$ cat config.mk
export PLATFORM = sky130hd
export DESIGN_NAME = fft_frame_assembler_flat
export DESIGN_NICKNAME = d
export VERILOG_FILES = /design/src/rtl/fft_frame_assembler_pkg.sv /design/src/rtl/fft_frame_assembler_if.sv /design/src/rtl/fft_frame_assembler.sv /design/src/flat_wrapper.sv
export SDC_FILE = /design/constraint.sdc
export NUM_CORES = 2
export LEC_CHECK = 0
export BUFFER_PORTS_ARGS = -buffer_cell sky130_fd_sc_hd__buf_4
export CORE_AREA = 2 2 414 416
export DETAILED_ROUTE_END_ITERATION = 8
export DIE_AREA = 0 0 416 418
export GPL_TIMING_DRIVEN = 0
export PLACE_DENSITY_LB_ADDON = 0.08
export SYNTH_ARGS = -nofsm -noshare
export SYNTH_HDL_FRONTEND = slang
export SYNTH_SLANG_ARGS = --single-unit
$ cat constraint.sdc
create_clock -name clk -period 3.5 [get_ports clk]
set_input_delay 0.175 -clock clk [delete_from_list [all_inputs] [get_ports clk]]
set_output_delay 0.175 -clock clk [all_outputs]
set_load 0.005 [all_outputs]
$ cat src/rtl/fft_frame_assembler_pkg.sv
// Shared sizing helpers and sample type for the FFT input framing path.
package fft_pkg;

    localparam int unsigned SAMPLE_W = 32;
    localparam int unsigned BUFFER_N = 32;

    function automatic int unsigned frame_w(input int unsigned s, input int unsigned b);
        return s * b;
    endfunction

    // Index width never collapses to zero so degenerate sizes still elaborate.
    function automatic int unsigned idx_w(input int unsigned b);
        return (b > 1) ? $clog2(b) : 1;
    endfunction

    localparam int unsigned FRAME_W = frame_w(SAMPLE_W, BUFFER_N);

    typedef logic signed [SAMPLE_W-1:0] sample_t;

endpackage

$ cat src/rtl/fft_frame_assembler_if.sv
// Sample-in / frame-out bundle of the frame assembler; slave is the assembler side.
interface fft_frame_assembler_if
    import fft_pkg::*;
#(
    parameter int unsigned sample_size = 32,
    parameter int unsigned buffer_size = 32
);
    logic signed [sample_size-1:0]             in_sample;
    logic                                      in_valid;
    logic                                      in_ready;
    logic                                      flush;
    logic [frame_w(sample_size, buffer_size)-1:0] frame_out;
    logic                                      frame_valid;
    logic                                      frame_ready;
    logic [idx_w(buffer_size):0]               wr_level;

    modport master (
        output in_sample, in_valid, flush, frame_ready,
        input  in_ready, frame_out, frame_valid, wr_level
    );

    modport slave (
        input  in_sample, in_valid, flush, frame_ready,
        output in_ready, frame_out, frame_valid, wr_level
    );
endinterface

$ cat src/rtl/fft_frame_assembler.sv
// Packs buffer_size streamed samples into one flat frame, double-buffered so
// filling continues while a completed frame waits for the FFT.
module fft_frame_assembler
    import fft_pkg::*;
#(
    parameter int unsigned sample_size = 32,
    parameter int unsigned buffer_size = 32
) (
    input logic                  clk,
    input logic                  rst,
    fft_frame_assembler_if.slave bus
);
    localparam int unsigned IW   = idx_w(buffer_size);
    localparam logic [IW-1:0] LAST = IW'(buffer_size - 1);

    logic [buffer_size-1:0][sample_size-1:0]      fill;
    logic [frame_w(sample_size, buffer_size)-1:0] frame_q;
    logic [IW-1:0]                                wr_idx;
    logic                                         full;
    logic                                         frame_valid_q;

    logic out_free, xfer, in_ready, accept, consume, do_flush;

    assign out_free = ~frame_valid_q | bus.frame_ready;
    assign xfer     = full & out_free;
    assign in_ready = ~full | out_free;
    assign accept   = bus.in_valid & in_ready;
    assign consume  = frame_valid_q & bus.frame_ready;
    // An empty fill register or an already-complete frame makes flush a no-op.
    assign do_flush = bus.flush & ~full & ((wr_idx != '0) | accept);

    always_ff @(posedge clk) begin
        if (rst) begin
            fill          <= '0;
            frame_q       <= '0;
            wr_idx        <= '0;
            full          <= 1'b0;
            frame_valid_q <= 1'b0;
        end else begin
            // A sample accepted in the flush cycle lands before the zero padding starts.
            for (int unsigned k = 0; k < buffer_size; k++) begin
                if (accept && IW'(k) == wr_idx)
                    fill[k] <= bus.in_sample;
                else if (do_flush && IW'(k) >= wr_idx)
                    fill[k] <= '0;
            end

            if (do_flush)
                wr_idx <= '0;
            else if (accept)
                wr_idx <= (wr_idx == LAST) ? '0 : wr_idx + 1'b1;

            if (do_flush || (accept && wr_idx == LAST))
                full <= 1'b1;
            else if (xfer)
                full <= 1'b0;

            if (xfer) begin
                frame_q       <= fill;
                frame_valid_q <= 1'b1;
            end else if (consume) begin
                frame_valid_q <= 1'b0;
            end
        end
    end

    assign bus.in_ready    = in_ready;
    assign bus.frame_out   = frame_q;
    assign bus.frame_valid = frame_valid_q;
    assign bus.wr_level    = full ? (IW+1)'(buffer_size) : {1'b0, wr_idx};

endmodule

$ cat src/flat_wrapper.sv
// flat-port wrapper written by rule: the top's interface ports become plain ports
module fft_frame_assembler_flat import fft_pkg::*;
#(
    parameter int unsigned sample_size = 32,
    parameter int unsigned buffer_size = 32
)
  (clk, rst, bus_in_sample, bus_in_valid, bus_flush, bus_frame_ready, bus_in_ready, bus_frame_out, bus_frame_valid, bus_wr_level);
  fft_frame_assembler_if #(.sample_size(sample_size), .buffer_size(buffer_size)) bus_i ();
  input logic clk;
  input logic rst;
  input wire logic [$bits(bus_i.in_sample)-1:0] bus_in_sample;
  input wire logic [$bits(bus_i.in_valid)-1:0] bus_in_valid;
  input wire logic [$bits(bus_i.flush)-1:0] bus_flush;
  input wire logic [$bits(bus_i.frame_ready)-1:0] bus_frame_ready;
  output wire logic [$bits(bus_i.in_ready)-1:0] bus_in_ready;
  output wire logic [$bits(bus_i.frame_out)-1:0] bus_frame_out;
  output wire logic [$bits(bus_i.frame_valid)-1:0] bus_frame_valid;
  output wire logic [$bits(bus_i.wr_level)-1:0] bus_wr_level;
  assign bus_i.in_sample = bus_in_sample;
  assign bus_i.in_valid = bus_in_valid;
  assign bus_i.flush = bus_flush;
  assign bus_i.frame_ready = bus_frame_ready;
  assign bus_in_ready = bus_i.in_ready;
  assign bus_frame_out = bus_i.frame_out;
  assign bus_frame_valid = bus_i.frame_valid;
  assign bus_wr_level = bus_i.wr_level;
  fft_frame_assembler #(.sample_size(sample_size), .buffer_size(buffer_size)) u_core (.clk(clk), .rst(rst), .bus(bus_i));
endmodule
After elaboration in Yosys (flattened, before gate mapping) --
Index checks and enable logic that the tools add are counted.
Storage, ports and cells: register bits after elaboration 2055, input bits 37, output and inout port bits 1032, word-level logic and storage cells 284
Cells by class: $add $sub $neg 1, $lt $le $gt $ge 32, eq/ne operators 32, multiplexer cells 70, bitwise operators 10, reduce and logical (&&, ||, !) cells 103
Operator list (count):
- 2-to-1 mux 32 bit | 64
- == test 5 bit (first input constant) | 16
- >= comparator 5 bit (first input constant) | 16
- nonzero test 2 bit | 34
- logical AND 1 bit | 65
- == test 4 x 5 -> 1 bit (first input constant) | 8
- >= comparator 4 x 5 -> 1 bit (first input constant) | 8
- == test 3 x 5 -> 1 bit (first input constant) | 4
- >= comparator 3 x 5 -> 1 bit (first input constant) | 4
- == test 2 x 5 -> 1 bit (first input constant) | 2
- >= comparator 1 x 5 -> 1 bit (first input constant) | 2
- >= comparator 2 x 5 -> 1 bit (first input constant) | 2
- 2-to-1 mux 6 bit | 1
- adder 5 x 1 -> 5 bit (second input constant) | 1
- bitwise AND 1 bit | 5
- == test 1 x 5 -> 1 bit (first input constant) | 1
- == test 5 bit (second input constant) | 1
- logical NOT 5 bit | 1
- 2-to-1 mux 5 bit | 1
- nonzero test 5 bit | 1
- 2-to-1 mux 1 bit | 4
- bitwise OR 1 bit | 3
- inverter 1 bit | 2
- OR reduction 2 bit | 1
- logical OR 1 bit | 1

Logic depth before layout (Yosys ltp) --
word-level depth 9, mapped depth 11, mapped depth without buffers 6

Least setup slack after synthesis --
Ideal clock, no wire load.
kind register to register, from register u_core.wr_idx[1], to register u_core.fill[897] (netlist name), data arrival time 2555 ps, setup slack 885 ps, stages on the path, launching flop included 11, cells stage by stage dfxtp_1 > clkbuf_1 > clkbuf_1 > inv_1 > ha_1 > clkbuf_1 > o21bai_1 > or3_1 > a211oi_2 > buf_2 > a22o_1
Between the ends: longest elaborated chain between the ends 5
Ends and longest elaborated chain:
- from (decl) | line fft_frame_assembler.sv:18 | logic [IW-1:0] wr_idx;
- from (signal assigned) | line fft_frame_assembler.sv:51 | wr_idx <= (wr_idx == LAST) ? '0 : wr_idx + 1'b1;
- branches (longest 5 deep; another with >= comparator 5 bit)
- to (signal, indexed assignment) | line fft_frame_assembler.sv:43 | fill[k] <= bus.in_sample;
- to (decl) | line fft_frame_assembler.sv:16 | logic [buffer_size-1:0][sample_size-1:0] fill;
Parallel ways; which one is timed is not known. A chain may end at the register's enable or synchronous reset.

Worst setup path in the final report --
from input rst, to register u_core.fill[69] (netlist name)
RTL lines:
- from (decl) | line flat_wrapper.sv:10 | input logic rst;
No word-level cell between the ends.

==> impl_metrics.json <==
{
  "status": "complete, but fails checks",
  "violations": "max-capacitance violations, max-slew violations",
  "post-place-cells": 10821,
  "placed_cell_area_mm2": 0.07980,
  "r2r-end": "u_core.fill[887]",
  "syn_area_mm2": 0.06899,
  "vdd_drop_max_mv": 0.5174,
  "gp_congestion": 0.9311,
  "setup_tns_ps": 0,
  "cts-buffers-inserted": 211,
  "yosys.area.top_type": "dfxtp_1",
  "h-tree-depth": 4,
  "cts_root_buf": "clkbuf_16",
  "critPathLaunchType": "input pin",
  "die_h_um": 418,
  "dieArea_mm2": 0.1739,
  "via_per_inst": 5.528,
  "antenna_found_initial": 25,
  "yosys.area_share.simple_pct": 14.01,
  "yosys.area.top_type_share_pct": 59.63,
  "dr.first_iter.drc_count": 5319,
  "fp.coreArea_mm2": 0.1691,
  "synth_edf_count": 0,
  "grt_start_max_net_pins": 17,
  "cts_tree": "done",
  "busiest_layer": "met2",
  "ant_nets": 0,
  "synth_top_family_by_area": "compound AO/OA/AOI/OAI gates",
  "dpl.hpwl_um": 225200,
  "die_w_um": 416,
  "worst_ep_arrival_time_ps": 4170,
  "powerDensity_mw_per_mm2": 569.2,
  "io_buffers": 1062,
  "pre_cts_ws_ps": -851.0,
  "hold_viol_final": 0,
  "fin_nets": 8872,
  "clock_latency_ps": 870,
  "clockBufferDepth": 3,
  "worst-r2r-setup-slack_ps": 100,
  "worst-path-stages": 7,
  "power_mw": 49.91,
  "grt_pass1_wl_um": 425900,
  "initial_utilization_pct": 40.80,
  "yosys.area_share.xor_xnor_pct": 0.02539,
  "crit_type": "input pin to flop",
  "fin_area_mm2": 0.08768,
  "avgSynthCellArea_um2": 9.150,
  "use_met2_pct": 52.96,
  "num_io_pins": 1069,
  "clk_pin_slew_worst_paths_ps": 60,
  "synth_adder_area_share_pct": 0.07254,
  "area_growth_pct": 27.08,
  "synth.distinct_cells": 69,
  "synthTopCellsByArea": "dfxtp_1 60%, nand2_1 12%, a22o_1 9.0%",
  "vias": 62140,
  "slowest_delay_ps": 840,
  "wire_per_inst_um": 27.52,
  "hp-class": "input pin to flop",
  "syn-num-nets": 7581,
  "relSlewSlack_pct": -1.599,
  "cap_violations": 3,
  "routed_wl_um": 309300,
  "clock_skew_ps": 27.27,
  "finalCoreUtilization_pct": 51.85,
  "drt_first_pass_iters": 6,
  "rsz0062_at_grt": "no",
  "grt_pass1_vias": 58566,
  "holdPathStages": 5,
  "met3_usage_pct": 7.490,
  "drive_gt1_share_pct": 18.59,
  "cts.sinks": 2055,
  "use_met1_pct": 42.18,
  "holdWs_ps": 119.6,
  "synthTopCellsByCount": "2226 x nand2_1, 2055 x dfxtp_1, 1215 x a21oi_1, 706 x a22o_1, 544 x clkbuf_1",
  "path_common_cell": "clkbuf_1",
  "reg2reg_from": "u_core.wr_idx[0]",
  "cp_max_fo": 10,
  "hold_start": "bus_flush",
  "yosysWarnings": 0,
  "crit_family": "buffers and inverters",
  "async_flop_share_pct": 0,
  "fp-row-count": 151,
  "slowest_stage": "clkbuf_1",
  "tightest_slew_ps": 1524,
  "seq_area_frac_synth_pct": 59.63,
  "max_freq_ghz": 0.2860,
  "required_ps": 4180,
  "min_period_ps": 3497,
  "critPathCaptureType": "flop",
  "drc": 0,
  "final_cells": 11241,
  "synth.area.mux_share_pct": 0.02902,
  "grt-ovfl-total": 0,
  "synth-seq-cells": 2055,
  "synth_compound_area_share_pct": 21.89,
  "synth_top_flop_cell": "dfxtp_1",
  "setup_violations": 0,
  "worstRegToRegCells": 10,
  "min_to": "u_core.fill[321]",
  "netlist_instances": 7540,
  "setup_slack_ps": 3.300,
  "cp_num_buf_inv": 6,
  "yosysMostFrequentCell": "nand2_1",
  "period_share_pct": 99.91,
  "track_usage_pct": 33.99,
  "maxSlewViolCount": 20,
  "path_cells": "dlygate4sd3_1 > buf_2 > buf_1 > clkbuf_1 > clkbuf_2 > clkbuf_1 > a21oi_1",
  "power_leakage_nw": 32.88
}
==> flip-flops by register name, summed over array words and instances, names as in the netlist <==
register,flops
u_core.bus.frame_valid,1
u_core.full,1
u_core.fill,1024
u_core.wr_idx,5
u_core.bus.frame_out,1024
==> final cells by class <==
type / instances / area (um^2)
repair buffers: 1082 / 8202
diodes: 11 / 27.53
multi-input cells: 4744 / 25090
clock buffers: 319 / 6431
clock inverters: 75 / 982.2
inverters: 8 / 30.03
fillers: 15947 / 81420
plain buffers: 729 / 2997
flip-flops and latches: 2055 / 41140
well taps: 2218 / 2775
==> how the worst max path moves through the flow <==
stage                           from                         to  slack, ps
finish                           rst            u_core.fill[69]          3
global route        u_core.wr_idx[0]           u_core.fill[150]          8
CTS                 u_core.wr_idx[0]           u_core.fill[731]        -20
detailed placement  u_core.wr_idx[1]           u_core.fill[523]       -850
global placement         u_core.full  u_core.bus.frame_out[287]      -1040
floorplan           u_core.wr_idx[1]           u_core.fill[897]        890
==> where the power goes <==
| part | leakage, nW | switching, mW | total [mW] | internal (mW) |
|---|---|---|---|---|
| Combinational | 12.6 | 2.11 | 2.52 | 0.405 |
| Sequential | 16.5 | 0.0377 | 23.5 | 23.4 |
| Clock | 3.68 | 9.78 | 23.9 | 14.1 |
==> worst register-to-register path, stage by stage (launching register included) <==
cell and delay (ps):
dfxtp_1 320, buf_2 190, buf_2 220, inv_1 270, ha_1 260, nor4b_4 400
o211ai_1 270, buf_2 300, a21oi_2 580, buf_2 360, a22o_1 160
==> cell families after synthesis <==
| family | count (synthesis) |
|---|---|
| and+or+nand+nor | 2439 |
| AOI/OAI and AO/OA | 2297 |
| DFF | 2055 |
| buffers and inverters | 741 |
| adders and majority gates | 4 |
| xor gates and xnor gates | 2 |
| muxes | 2 |
==> cells in the final DEF, fill, tap and decap left out, types with 64 or more instances in the layout <==
| master | netlist | layout |
|---|---|---|
| a22o_1 | 706 | 706 |
| clkbuf_1 | 544 | 546 |
| a21oi_1 | 1215 | 1215 |
| buf_4 | 4 | 1075 |
| o22ai_1 | 131 | 129 |
| nand2_1 | 2226 | 2225 |
| a211oi_1 | 67 | 67 |
| clkbuf_8 | 0 | 66 |
| o2bb2ai_1 | 64 | 64 |
| clkbuf_16 | 0 | 215 |
| dfxtp_1 | 2055 | 2055 |
| buf_2 | 150 | 150 |
==> routing by layer <==
metal	wire length, um	vias to the layer above
met5	0	-
met4	23160	0
met3	23840	641
met2	138500	2647
met1	123800	30334
li1	-	28518
==> repair_timing <==
action                     in CTS  in global routing
setup endpoints to repair    1214                421
pin swaps                       6                  3
setup buffers                   8                  5
hold endpoints to repair        4                  1
hold buffers                    3                  1
gates resized for setup        34                 14
Power figures use the tool's default switching activity.
